===== src/rtl/npu_dispatch.sv =====
// Dispatches custom-0 NPU instructions: it stalls decode, hands the command to the NPU,
// waits for completion or a timeout, and then issues a single writeback.
module npu_dispatch #(
    parameter int XLEN           = 64,
    parameter int TIMEOUT_CYCLES = 1024
) (
    input  logic            clk,
    input  logic            rst,
    input  logic            id_valid,
    input  logic [6:0]      id_opcode,
    input  logic [6:0]      id_funct7,
    input  logic [4:0]      id_rd,
    input  logic [XLEN-1:0] id_rs1_val,
    input  logic [XLEN-1:0] id_rs2_val,
    output logic            stall_o,
    output logic            npu_cmd_valid,
    input  logic            npu_cmd_ready,
    output logic [1:0]      npu_cmd_op,
    output logic [XLEN-1:0] npu_cmd_src,
    output logic [XLEN-1:0] npu_cmd_dst,
    input  logic            npu_done,
    input  logic [XLEN-1:0] npu_result,
    output logic            wb_valid,
    output logic [4:0]      wb_rd,
    output logic [XLEN-1:0] wb_data,
    output logic            illegal_o,
    output logic            timeout_o
);

    localparam logic [6:0] OPCODE_CUSTOM0     = 7'b0001011;
    localparam logic [6:0] FUNCT7_MATRIX_MUL  = 7'b0000001;
    localparam logic [6:0] FUNCT7_CONVOLUTION = 7'b0000010;
    localparam logic [1:0] NPU_OP_NONE        = 2'b00;
    localparam logic [1:0] NPU_OP_MATMUL      = 2'b01;
    localparam logic [1:0] NPU_OP_CONV        = 2'b10;
    localparam int         CW                 = $clog2(TIMEOUT_CYCLES + 1);

    typedef enum logic [1:0] {IDLE, ISSUE, WAIT, WB} state_t;

    state_t          state, state_nxt;
    logic [1:0]      op_q;
    logic [CW-1:0]   cnt;
    logic            is_custom, funct_ok, accept, illegal_det, timeout_hit;

    assign is_custom   = id_valid && (id_opcode == OPCODE_CUSTOM0);
    assign funct_ok    = (id_funct7 == FUNCT7_MATRIX_MUL) || (id_funct7 == FUNCT7_CONVOLUTION);
    assign accept      = (state == IDLE) && is_custom && funct_ok;
    assign illegal_det = (state == IDLE) && is_custom && !funct_ok;
    // A done pulse on the final count still wins over the timeout.
    assign timeout_hit = (state == WAIT) && !npu_done && (cnt == CW'(TIMEOUT_CYCLES - 1));

    always_ff @(posedge clk or posedge rst) begin
        if (rst) state <= IDLE;
        else     state <= state_nxt;
    end

    always_comb begin
        state_nxt = state;
        case (state)
            IDLE:    if (accept) state_nxt = ISSUE;
            ISSUE:   if (npu_cmd_ready) state_nxt = WAIT;
            WAIT:    if (npu_done || timeout_hit) state_nxt = WB;
            WB:      state_nxt = IDLE;
            default: state_nxt = IDLE;
        endcase
    end

    always_comb begin
        stall_o       = (state != IDLE) || accept;
        npu_cmd_valid = (state == ISSUE);
        npu_cmd_op    = npu_cmd_valid ? op_q : NPU_OP_NONE;
        wb_valid      = (state == WB);
    end

    always_ff @(posedge clk or posedge rst) begin
        if (rst) begin
            op_q        <= NPU_OP_NONE;
            wb_rd       <= '0;
            npu_cmd_src <= '0;
            npu_cmd_dst <= '0;
            wb_data     <= '0;
            cnt         <= '0;
            illegal_o   <= 1'b0;
            timeout_o   <= 1'b0;
        end else begin
            illegal_o <= illegal_det;
            timeout_o <= timeout_hit;
            if (accept) begin
                op_q        <= (id_funct7 == FUNCT7_MATRIX_MUL) ? NPU_OP_MATMUL : NPU_OP_CONV;
                wb_rd       <= id_rd;
                npu_cmd_src <= id_rs1_val;
                npu_cmd_dst <= id_rs2_val;
            end
            if (state == ISSUE && npu_cmd_ready) cnt <= '0;
            else if (state == WAIT && !npu_done) cnt <= cnt + CW'(1);
            if (state == WAIT && npu_done) wb_data <= npu_result;
            else if (timeout_hit)          wb_data <= '1;
        end
    end

endmodule

===== config.mk =====
export PLATFORM = sky130hd
export DESIGN_NAME = npu_dispatch
export DESIGN_NICKNAME = d
export VERILOG_FILES = /design/src/rtl/npu_dispatch.sv
export SDC_FILE = /design/constraint.sdc
export NUM_CORES = 1
export LEC_CHECK = 0
export BUFFER_PORTS_ARGS = -buffer_cell sky130_fd_sc_hd__buf_2
export CELL_PAD_IN_SITES_DETAIL_PLACEMENT = 1
export CELL_PAD_IN_SITES_GLOBAL_PLACEMENT = 1
export CORE_AREA = 2 2 161 163
export DETAILED_ROUTE_END_ITERATION = 6
export DIE_AREA = 0 0 163 165
export PLACE_DENSITY = 0.74
export SLEW_MARGIN = 20
export SYNTH_ARGS = -nofsm -noshare
export SYNTH_HDL_FRONTEND = slang
export SYNTH_SLANG_ARGS = --single-unit

===== constraint.sdc =====
create_clock -name clk -period 8.4 [get_ports clk]
set_input_delay 1.26 -clock clk [delete_from_list [all_inputs] [get_ports clk]]
set_output_delay 1.26 -clock clk [all_outputs]
set_load 0.02 [all_outputs]

==> flow_summary.ini <==
[worst_hold_path]
hold_class = reg2reg
hold_end = wb_data[39]
whs_path_depth = 1
worstHoldStart = wb_data[39]

[die]
die_x_um = 163
ios = 420
die_y_um = 165
die_area_sq_um = 26900
initial_core_util = 0.336
core_sq_um = 25000
rows = 58

[clock_network]
cts_tree = done
htreeDepth = 1
post_cts_buffers = 0
clk_path_buf_depth = 3
clock_sinks = 214
cts_resized = 0
clkTransAtPathRegs_ns = 0.06
clock_latency_ns = 0.51
hold_buffers = 0
cts_buffers = 25
cts_root_buf = clkbuf_16

[synth]
synth_compound_area_frac = 0.0736
synthTopCellsByArea = dfrtp_1, mux2_4, mux2_2
synth_edf_count = 0
synth_adder_area_share = 0.00893
synth-xor-area-share = 0.0115
synth_warnings = 0
synthCells = 523
synthMuxAreaShare = 0.212
ys.flop_type = dfrtp_1
yosysSeqAreaShare = 0.637
synth_area_sq_um = 8410
synth_top_family_by_area = multiplexers
yosysTopAreaCell = dfrtp_1
ys_ff_latch = 214
synthSimpleGateAreaFrac = 0.0314
avgSynthCellArea_sq_um = 16.1
ys_types = 32
synth_top_area_frac = 0.637
synthesis.nets = 745
ys_async_sr_fraction = 1.00

[critical_path]
crit_chain = buf_2, nor4b_2, nand3_1, o21ai_0, buf_2
cp_slowest_stage_delay_ns = 0.30
reg2reg_to = npu_cmd_src[62]
reg2reg_from = state[0]
critical_path_required_ns = 7.14
crit_path_frequent_cell = buf_2
reg2regPathDepth = 5
cp_slowest_cell = o21ai_0
end_kind = output port
cp_max_fo = 3
cp_top_family = simple AND/OR/NAND/NOR gates
reg2reg_slack_ns = 5.44
path_class = in2out
cp_num_buf_inv = 2
arrival_ns = 2.33
critPathLaunchType = input port

[final_layout]
final.fill_count = 2723
drive_above_1_share = 0.629
area_growth_syn_to_layout_pct = 38.6
final_common_cell = buf_2
instances_no_fill = 1297
final_cell_mix = buf_2, dfrtp_1, mux2_4, o22a_1, mux2_2
final_nets = 1169

[status]
status = finished, final reports clean

[global_routing]
grt_first_pass_wirelength_um = 35700
grt_use_total = 0.167
grt_max_degree = 147
antenna_found_initial = 3
grt_pass1_vias = 6655
grt-ovfl-total = 0

[detailed_routing]
wl_per_cell_um = 18.3
ant_nets = 0
vias = 6059
highest_layer = met5
wirelength_um = 23800
drc = 0
drt-pass1-iter-count = 4
route.met2.wl_um = 12200
dr_wl_met3_um = 2050
drt-vias-per-instance = 4.67
drt-met1-wl_um = 8800
drt_iter0_drc = 216

[sta]
grt_setup_unrepaired = false
holdWs_ns = 0.479
tns_ns = 0
skew_ns = 0.00814
fin_crit_ns = 3.59
finalCritPeriodShare = 0.427
fmax_ghz = 0.279
finalSetupViolCount = 0
hold_viol = 0
slew_headroom = 0.272
slew_violations = 0
max_slew.worst_pin.slew_ns = 1.09

[power]
internal_power_mw = 2.17
total_power_mw = 3.14
p_leak_nw = 6.51
seq_power_share = 0.410
power.share.switching = 0.309
comb_power_share = 0.244
clock_power_share = 0.346
powerDensity_nw_per_um2 = 269
ir_drop_uv = 140
switching_power_mw = 0.971

[placed_design]
hpwl_um = 17500
portBuffers = 419
place_inst = 1249
gp_congestion = 0.718

[job]
cap_violations = 0
==> how the worst max path moves through the flow <==
stage                             from              end  slack [ns]  cells after the start
after CTS                 id_opcode[5]          stall_o        4.81                      5
after floorplan                    rst           cnt[0]        1.29                      1
after global placement    id_funct7[0]  npu_cmd_src[62]        4.54                      7
after global routing      id_opcode[5]          stall_o        4.67                      5
after detailed placement  id_funct7[0]  npu_cmd_src[62]        4.48                      7
final                     id_opcode[5]          stall_o        4.81                      5
==> synthesized netlist by cell type (3+ instances only) <==
cell type / n
nor3_1: 4
nor2b_1: 3
dfrtp_1: 214
and2_1: 4
buf_2: 6
mux2_4: 70
nand2_1: 11
o22a_1: 64
buf_6: 8
mux2_2: 64
xor2_1: 6
clkbuf_1: 7
buf_4: 7
xnor2_1: 5
ha_1: 6
nor2_1: 16
nand3_1: 5
inv_1: 5
==> sequential cells by signal (all words and copies together), names as in the netlist, 2 cells and up <==
name         count
npu_cmd_src     64
op_q             2
cnt             11
npu_cmd_dst     64
state            2
wb_data         64
wb_rd            5
==> per-stage QoR <==
step | utilization | instance area, sq um | setup WS (ns)
finish | 0.465 | 11700 | 4.81
global route | 0.465 | 11600 | 4.67
detailed placement | 0.430 | 10800 | 4.48
global placement | 0.430 | 10800 | 4.54
floorplan | - | 8410 | 1.29
CTS | 0.464 | 11600 | 4.81
==> routing by layer <==
metal | vias to the layer above | global-route usage
li1 | 2734 | -
met1 | 2994 | 0.187
met2 | 282 | 0.302
met3 | 45 | 0.0522
met4 | 4 | 0.0575
met5 | - | 0
==> final cells by class <==
| type | instances | area (sq um) | share of cell area |
|---|---|---|---|
| Antenna cell | 2 | 5.00 | 0.000430 |
| Multi-Input combinational cell | 276 | 2850 | 0.244 |
| Tap cell | 330 | 413 | 0.0354 |
| Sequential cell | 214 | 5360 | 0.460 |
| Clock buffer | 36 | 737 | 0.0633 |
| Inverter | 5 | 26.3 | 0.00226 |
| Timing Repair Buffer | 425 | 2160 | 0.186 |
| Clock inverter | 9 | 105 | 0.00902 |
==> worst register-to-register path: stages, from the launching register on <==
cell and delay (ns):
dfrtp_1 0.40, inv_1 0.10, ha_1 0.27, nand2_4 0.57, buf_4 1.02, mux2_2 0.48
==> power by group through the flow <==
stage / Sequential, mW / Clock [mW] / Combinational [mW]
6_report: 1.29 / 1.09 / 0.765
3_5_place_dp: 1.31 / 0 / 0.776
5_1_grt: 1.31 / 1.17 / 0.828
2_1_floorplan: 1.49 / 0 / 0.286
3_3_place_gp: 1.29 / 0 / 0.759
4_1_cts: 1.29 / 1.13 / 0.779
==> kinds of logic after synthesis <==
| kind of cell | count (synthesis) |
|---|---|
| AOI/OAI and AO/OA | 72 |
| xor gates and xnor gates | 11 |
| adders and majority gates | 6 |
| buffers and inverters | 33 |
| DFF | 214 |
| muxes | 135 |
| and+or+nand+nor | 52 |
Note: power is estimated with default switching activity, not from simulation.
